**src/rtl/inst_fetch_axi.sv**
```systemverilog
// inst_fetch_axi: single-beat AXI4 read initiator fetching one instruction per PC request
module inst_fetch_axi #(
    parameter int          C_AXI_DATA_WIDTH = 32,
    parameter int          C_OFFSET_WIDTH   = 28,
    parameter logic [31:0] C_BASE_ADDR      = 32'h0000_0000
) (
    input  logic                        CCLK,
    input  logic                        CRST_N,
    input  logic                        PC_VALID,
    input  logic [31:0]                 PC,
    input  logic                        FLUSH,
    input  logic                        STALL,
    output logic                        INST_VALID,
    output logic [C_AXI_DATA_WIDTH-1:0] INST,
    output logic                        INST_ERR,
    output logic                        INST_MEM_WAIT,
    output logic [31:0]                 M_AXI_ARADDR,
    output logic [7:0]                  M_AXI_ARLEN,
    output logic [2:0]                  M_AXI_ARSIZE,
    output logic [1:0]                  M_AXI_ARBURST,
    output logic                        M_AXI_ARVALID,
    input  logic                        M_AXI_ARREADY,
    input  logic [C_AXI_DATA_WIDTH-1:0] M_AXI_RDATA,
    input  logic [1:0]                  M_AXI_RRESP,
    input  logic                        M_AXI_RLAST,
    input  logic                        M_AXI_RVALID,
    output logic                        M_AXI_RREADY
);
    typedef enum logic [1:0] {IDLE, AR, R, HOLD} state_t;
    state_t state;
    logic discard;
    logic first;
    logic accept;
    logic kill;
    logic unused;
    assign M_AXI_ARLEN   = 8'd0;
    assign M_AXI_ARSIZE  = 3'b010;
    assign M_AXI_ARBURST = 2'b01;
    assign accept = PC_VALID && (state == IDLE || (state == HOLD && (!STALL || FLUSH)));
    assign kill   = discard || FLUSH;
    assign unused = ^PC[31:C_OFFSET_WIDTH];
    // fetch sequencer: all outputs registered, a flushed fetch still drains its beats
    always_ff @(posedge CCLK) begin
        if (!CRST_N) begin
            state         <= IDLE;
            discard       <= 1'b0;
            first         <= 1'b0;
            INST_VALID    <= 1'b0;
            INST          <= '0;
            INST_ERR      <= 1'b0;
            INST_MEM_WAIT <= 1'b0;
            M_AXI_ARADDR  <= '0;
            M_AXI_ARVALID <= 1'b0;
            M_AXI_RREADY  <= 1'b0;
        end else if (accept) begin
            INST_VALID <= PC[1:0] != 2'b00;
            if (PC[1:0] == 2'b00) begin
                state         <= AR;
                M_AXI_ARADDR  <= {C_BASE_ADDR[31:C_OFFSET_WIDTH], PC[C_OFFSET_WIDTH-1:2], 2'b00};
                M_AXI_ARVALID <= 1'b1;
                INST_MEM_WAIT <= 1'b1;
            end else begin
                state    <= HOLD;
                INST     <= '0;
                INST_ERR <= 1'b1;
            end
        end else begin
            case (state)
                AR: begin
                    if (FLUSH) discard <= 1'b1;
                    if (M_AXI_ARREADY) begin
                        M_AXI_ARVALID <= 1'b0;
                        M_AXI_RREADY  <= 1'b1;
                        first         <= 1'b1;
                        state         <= R;
                    end
                end
                R: begin
                    if (FLUSH) discard <= 1'b1;
                    if (M_AXI_RVALID) begin
                        first <= 1'b0;
                        if (first) begin
                            INST     <= M_AXI_RDATA;
                            INST_ERR <= |M_AXI_RRESP;
                        end
                        if (M_AXI_RLAST) begin
                            M_AXI_RREADY  <= 1'b0;
                            INST_MEM_WAIT <= 1'b0;
                            discard       <= 1'b0;
                            INST_VALID    <= !kill;
                            state         <= kill ? IDLE : HOLD;
                        end
                    end
                end
                HOLD: begin
                    if (FLUSH || !STALL) begin
                        INST_VALID <= 1'b0;
                        state      <= IDLE;
                    end
                end
                default: ;
            endcase
        end
    end
endmodule

```
**config.mk**
```make
export PLATFORM = sky130hd
export DESIGN_NAME = inst_fetch_axi
export DESIGN_NICKNAME = d
export VERILOG_FILES = /design/src/rtl/inst_fetch_axi.sv
export SDC_FILE = /design/constraint.sdc
export NUM_CORES = 1
export LEC_CHECK = 0
export CAP_MARGIN = 20
export CORE_UTILIZATION = 39
export CTS_BUF_LIST = sky130_fd_sc_hd__clkbuf_2 sky130_fd_sc_hd__clkbuf_4 sky130_fd_sc_hd__clkbuf_8
export DETAILED_ROUTE_END_ITERATION = 8
export PLACE_DENSITY = 0.79
export SYNTH_ARGS = -nofsm -noshare
export SYNTH_HDL_FRONTEND = slang
export SYNTH_SLANG_ARGS = --single-unit
```
**constraint.sdc**
```tcl
create_clock -name CCLK -period 1.9 [get_ports CCLK]
set_input_delay 0.38 -clock CCLK [delete_from_list [all_inputs] [get_ports CCLK]]
set_output_delay 0.38 -clock CCLK [all_outputs]
set_load 0.01 [all_outputs]
```
==> Implementation_results.wiki <==
{| class="wikitable"
! Metric !! Value
|-
| Layout fillers || 577
|-
| Wire length reported by the detailed router || 7.48 mm
|-
| Pin count of the biggest net entering global routing || 32
|-
| Worst vdd rail ir drop || 572 µV
|-
| HPWL reported at the end of detailed placement || 5.37 mm
|-
| Multi-input gate area || 1190 µm²
|-
| Router iterations before antenna repair || 6
|-
| Endpoint kind of the worst setup timing path || flop
|-
| Initial core utilization || 40.2%
|-
| Worst setup margin || 0.159 ns
|-
| First-pass GRT wire length || 11.4 mm
|-
| Vias || 2545
|-
| Highest fanout seen on the critical path || 6
|-
| Remaining Overflow, GRT || 0
|-
| Final Hold Fails || 0
|-
| Drt drc || 0
|-
| Required time of the critical path || 2.11 ns
|-
| Global placer's final weighted congestion || 0.862
|-
| Final worst path period need || 1.74 ns
|-
| Post-synthesis to final-layout area growth || 62.6%
|-
| Sequential area share after synthesis || 49.1%
|-
| Antenna violations before repair || 0
|-
| Hold crit path type || reg2reg
|-
| Status || complete, no violations
|-
| Starting DRT DRC Count || 110
|-
| Worst slack after detailed placement || -0.109 ns
|-
| Fin util || 65.3%
|-
| Hold Buf Count CTS || 0
|-
| I/O pins || 156
|-
| RSZ-0062 raised after global routing || no
|-
| Pleak || 1.66 nW
|-
| Setup clock skew after layout || 0.00827 ns
|-
| Synth unique cells || 37
|-
| Slew Limit Fails || 0
|-
| Root buffer cell || clkbuf_8
|-
| Fmax || 0.574 GHz
|-
| Summed instance area of the synthesized netlist || 2730 µm²
|-
| Area after detailed placement || 4210 µm²
|-
| Cell Chain, Critical Path || inv_1 -> ha_1 -> a21boi_1 -> a2111oi_2 -> buf_4 -> mux2i_1 -> a21boi_1
|-
| Crit start category || flop
|-
| Buffer levels on the longest clock path || 2
|-
| Slowest-stage cell, CP || dfxtp_1
|-
| Max-cap viol count || 0
|-
| Power Density || 934 nW/µm²
|-
| CP peak stage delay || 0.33 ns
|-
| Routed length per instance || 14.4 µm
|-
| Clk_lat worst skew || 0.33 ns
|-
| Count of antenna diodes in the layout || 0
|-
| Horiz. Die Dim || 85.7 µm
|-
| Die boundary height || 85.7 µm
|-
| Vias in the first global route || 2359
|-
| Number of clock sinks seen by CTS || 67
|-
| Proportion of layout cells with a drive suffix above 1 || 11.4%
|-
| Total routing usage reported by global routing || 20.0%
|-
| Arrival time of data at the critical path endpoint || 1.95 ns
|-
| Seq. cell area || 1340 µm²
|-
| Number of buffers created by CTS || 9
|-
| Layout Cell Area excl Fill || 4440 µm²
|-
| Clock transition at the registers of the reported paths || 0.07 ns
|-
| Number of rows created at floorplan || 30
|-
| TritonCTS clock tree || yes
|-
| Final-stage net count || 495
|-
| Input/output buffers || 132
|-
| Synthesized area per cell || 9.93 µm²
|-
| CTS resizes || 0
|-
| Number of buffers inserted to repair setup after CTS || 0
|-
| Number of levels in the clock H-tree || 3
|-
| Most frequent CP cell || a21boi_1
|-
| Flip-flop and latch count after synthesis || 67
|-
| Post-DR vias/cell || 4.91
|-
| Antenna Violating Nets Remaining || 0
|-
| Area of the die || 7340 µm²
|-
| Worst setup path category || reg2reg
|-
| Ratio of final minimum period to clock period || 91.6%
|-
| Core area || 6790 µm²
|-
| Count of warnings emitted by yosys || 0
|-
| Post-synthesis cell count || 275
|-
| Count of final setup violators || 0
|}
==> sequential cells by signal, indices dropped and copies added (netlist names) <==
name / cells
INST: 32
M_AXI_ARADDR: 26
state: 2
INST_ERR: 1
INST_MEM_WAIT: 1
INST_VALID: 1
M_AXI_ARVALID: 1
M_AXI_RREADY: 1
discard: 1
first: 1
==> path summary, 6_finish.rpt <==
check	cells past startpoint	endpoint	slack (ns)	from
max	7	state[0]	0.16	state[0]
min	2	M_AXI_ARADDR[13]	0.48	M_AXI_ARADDR[13]
max reg2reg	7	state[0]	0.16	state[0]
min reg2reg	2	M_AXI_ARADDR[13]	0.48	M_AXI_ARADDR[13]
==> cell usage in the layout, fill, tap and decap left out, drive strengths merged <==
| master | count |
|---|---|
| or4b | 1 |
| ha | 4 |
| nor2b | 2 |
| a22o | 31 |
| o311ai | 2 |
| mux2i | 1 |
| nor3b | 2 |
| nand2 | 7 |
| nand3 | 27 |
| bufinv | 2 |
| clkdlybuf4s50 | 132 |
| and3 | 2 |
| nor3 | 1 |
| o31a | 1 |
| a211oi | 1 |
| clkinvlp | 2 |
| inv | 3 |
| a21boi | 30 |
| o21a | 2 |
| conb | 19 |
| a2111oi | 1 |
| or2 | 1 |
| o21ai | 32 |
| a211o | 1 |
| buf | 24 |
| o211ai | 2 |
| o211a | 1 |
| a311oi | 1 |
| dfxtp | 67 |
| clkinv | 2 |
| a32o | 1 |
| a31oi | 1 |
| clkbuf | 10 |
| nor2 | 6 |
==> synth_stat cells <==
library cell | n | area [µm²]
o211ai_1 | 2 | 15.0
nand2_2 | 1 | 6.26
or2_2 | 1 | 6.26
mux2i_1 | 1 | 10.0
o21ai_0 | 29 | 145
nor2b_1 | 1 | 6.26
dfxtp_1 | 67 | 1340
clkbuf_1 | 13 | 48.8
a21boi_1 | 3 | 22.5
nand2_1 | 6 | 22.5
nor2_1 | 6 | 22.5
nand3_1 | 27 | 135
o21a_1 | 1 | 7.51
o31a_1 | 1 | 8.76
o21ai_1 | 3 | 15.0
a21boi_0 | 27 | 203
nor2b_4 | 1 | 13.8
o21a_4 | 1 | 15.0
buf_2 | 7 | 35.0
a311oi_1 | 1 | 8.76
conb_1 | 2 | 7.51
a2111oi_2 | 1 | 15.0
a31oi_1 | 1 | 6.26
a22o_1 | 31 | 272
buf_4 | 19 | 143
ha_1 | 4 | 50.1
o211a_4 | 1 | 17.5
a32o_1 | 1 | 10.0
o311ai_0 | 2 | 17.5
a211oi_1 | 1 | 7.51
nor3b_1 | 2 | 15.0
inv_1 | 3 | 11.3
nor3_1 | 1 | 5.00
or4b_1 | 1 | 10.0
and3_1 | 2 | 12.5
buf_6 | 3 | 33.8
a211o_1 | 1 | 8.76
==> area by class of cell <==
class	instances	area share [%]
repair buffers	156	35.0
flip-flops and latches	67	30.2
multi-input cells	180	26.8
clock buffers	10	3.10
well taps	96	2.71
clock inverters	6	2.00
inverters	3	0.254
==> critical path, delay by kind of cell, from the launching register on <==
kind / cells / cell delay (ns)
adders and majority gates: 1 / 0.26
buffers and inverters: 2 / 0.24
AOI/OAI and AO/OA: 3 / 0.60
muxes: 1 / 0.20
DFF: 1 / 0.33
==> power breakdown <==
group | leakage (nW) | internal (mW) | switching (mW) | total [mW]
registers | 0.543 | 1.52 | 0.0622 | 1.58
clock network | 0.108 | 0.774 | 0.551 | 1.33
logic | 1.01 | 0.637 | 0.600 | 1.24
==> per-stage QoR <==
stage	std cells	total power, mW	TNS (ns)	hold slack (ns)
5_1_grt	518	4.34	0	0.499
6_report	518	4.15	0	0.477
3_5_place_dp	502	2.84	-3.36	0.462
4_1_cts	518	4.18	0	0.481
2_1_floorplan	292	2.26	0	0.438
3_3_place_gp	502	2.81	-2.27	0.449
==> cell families (layout without fill, tap and decap cells) <==
| logic type | Yosys count | after routing | synth area share [%] |
|---|---|---|---|
| and+or+nand+nor | 49 | 49 | 9.35 |
| other | 2 | 19 | 0.275 |
| DFF | 67 | 67 | 49.1 |
| muxes | 1 | 1 | 0.367 |
| AOI/OAI and AO/OA | 107 | 107 | 29.1 |
| adders and majority gates | 4 | 4 | 1.83 |
| buffers and inverters | 45 | 175 | 9.94 |
==> routing by layer <==
metal | GRT usage (%) | wire, µm | vias to the layer above
met5 | 0 | 0 | -
met4 | 7.12 | 142 | 0
met1 | 24.1 | 3170 | 1215
met2 | 35.1 | 3890 | 77
li1 | - | - | 1242
met3 | 4.14 | 280 | 11
Note: power is estimated with default switching activity, not from simulation.
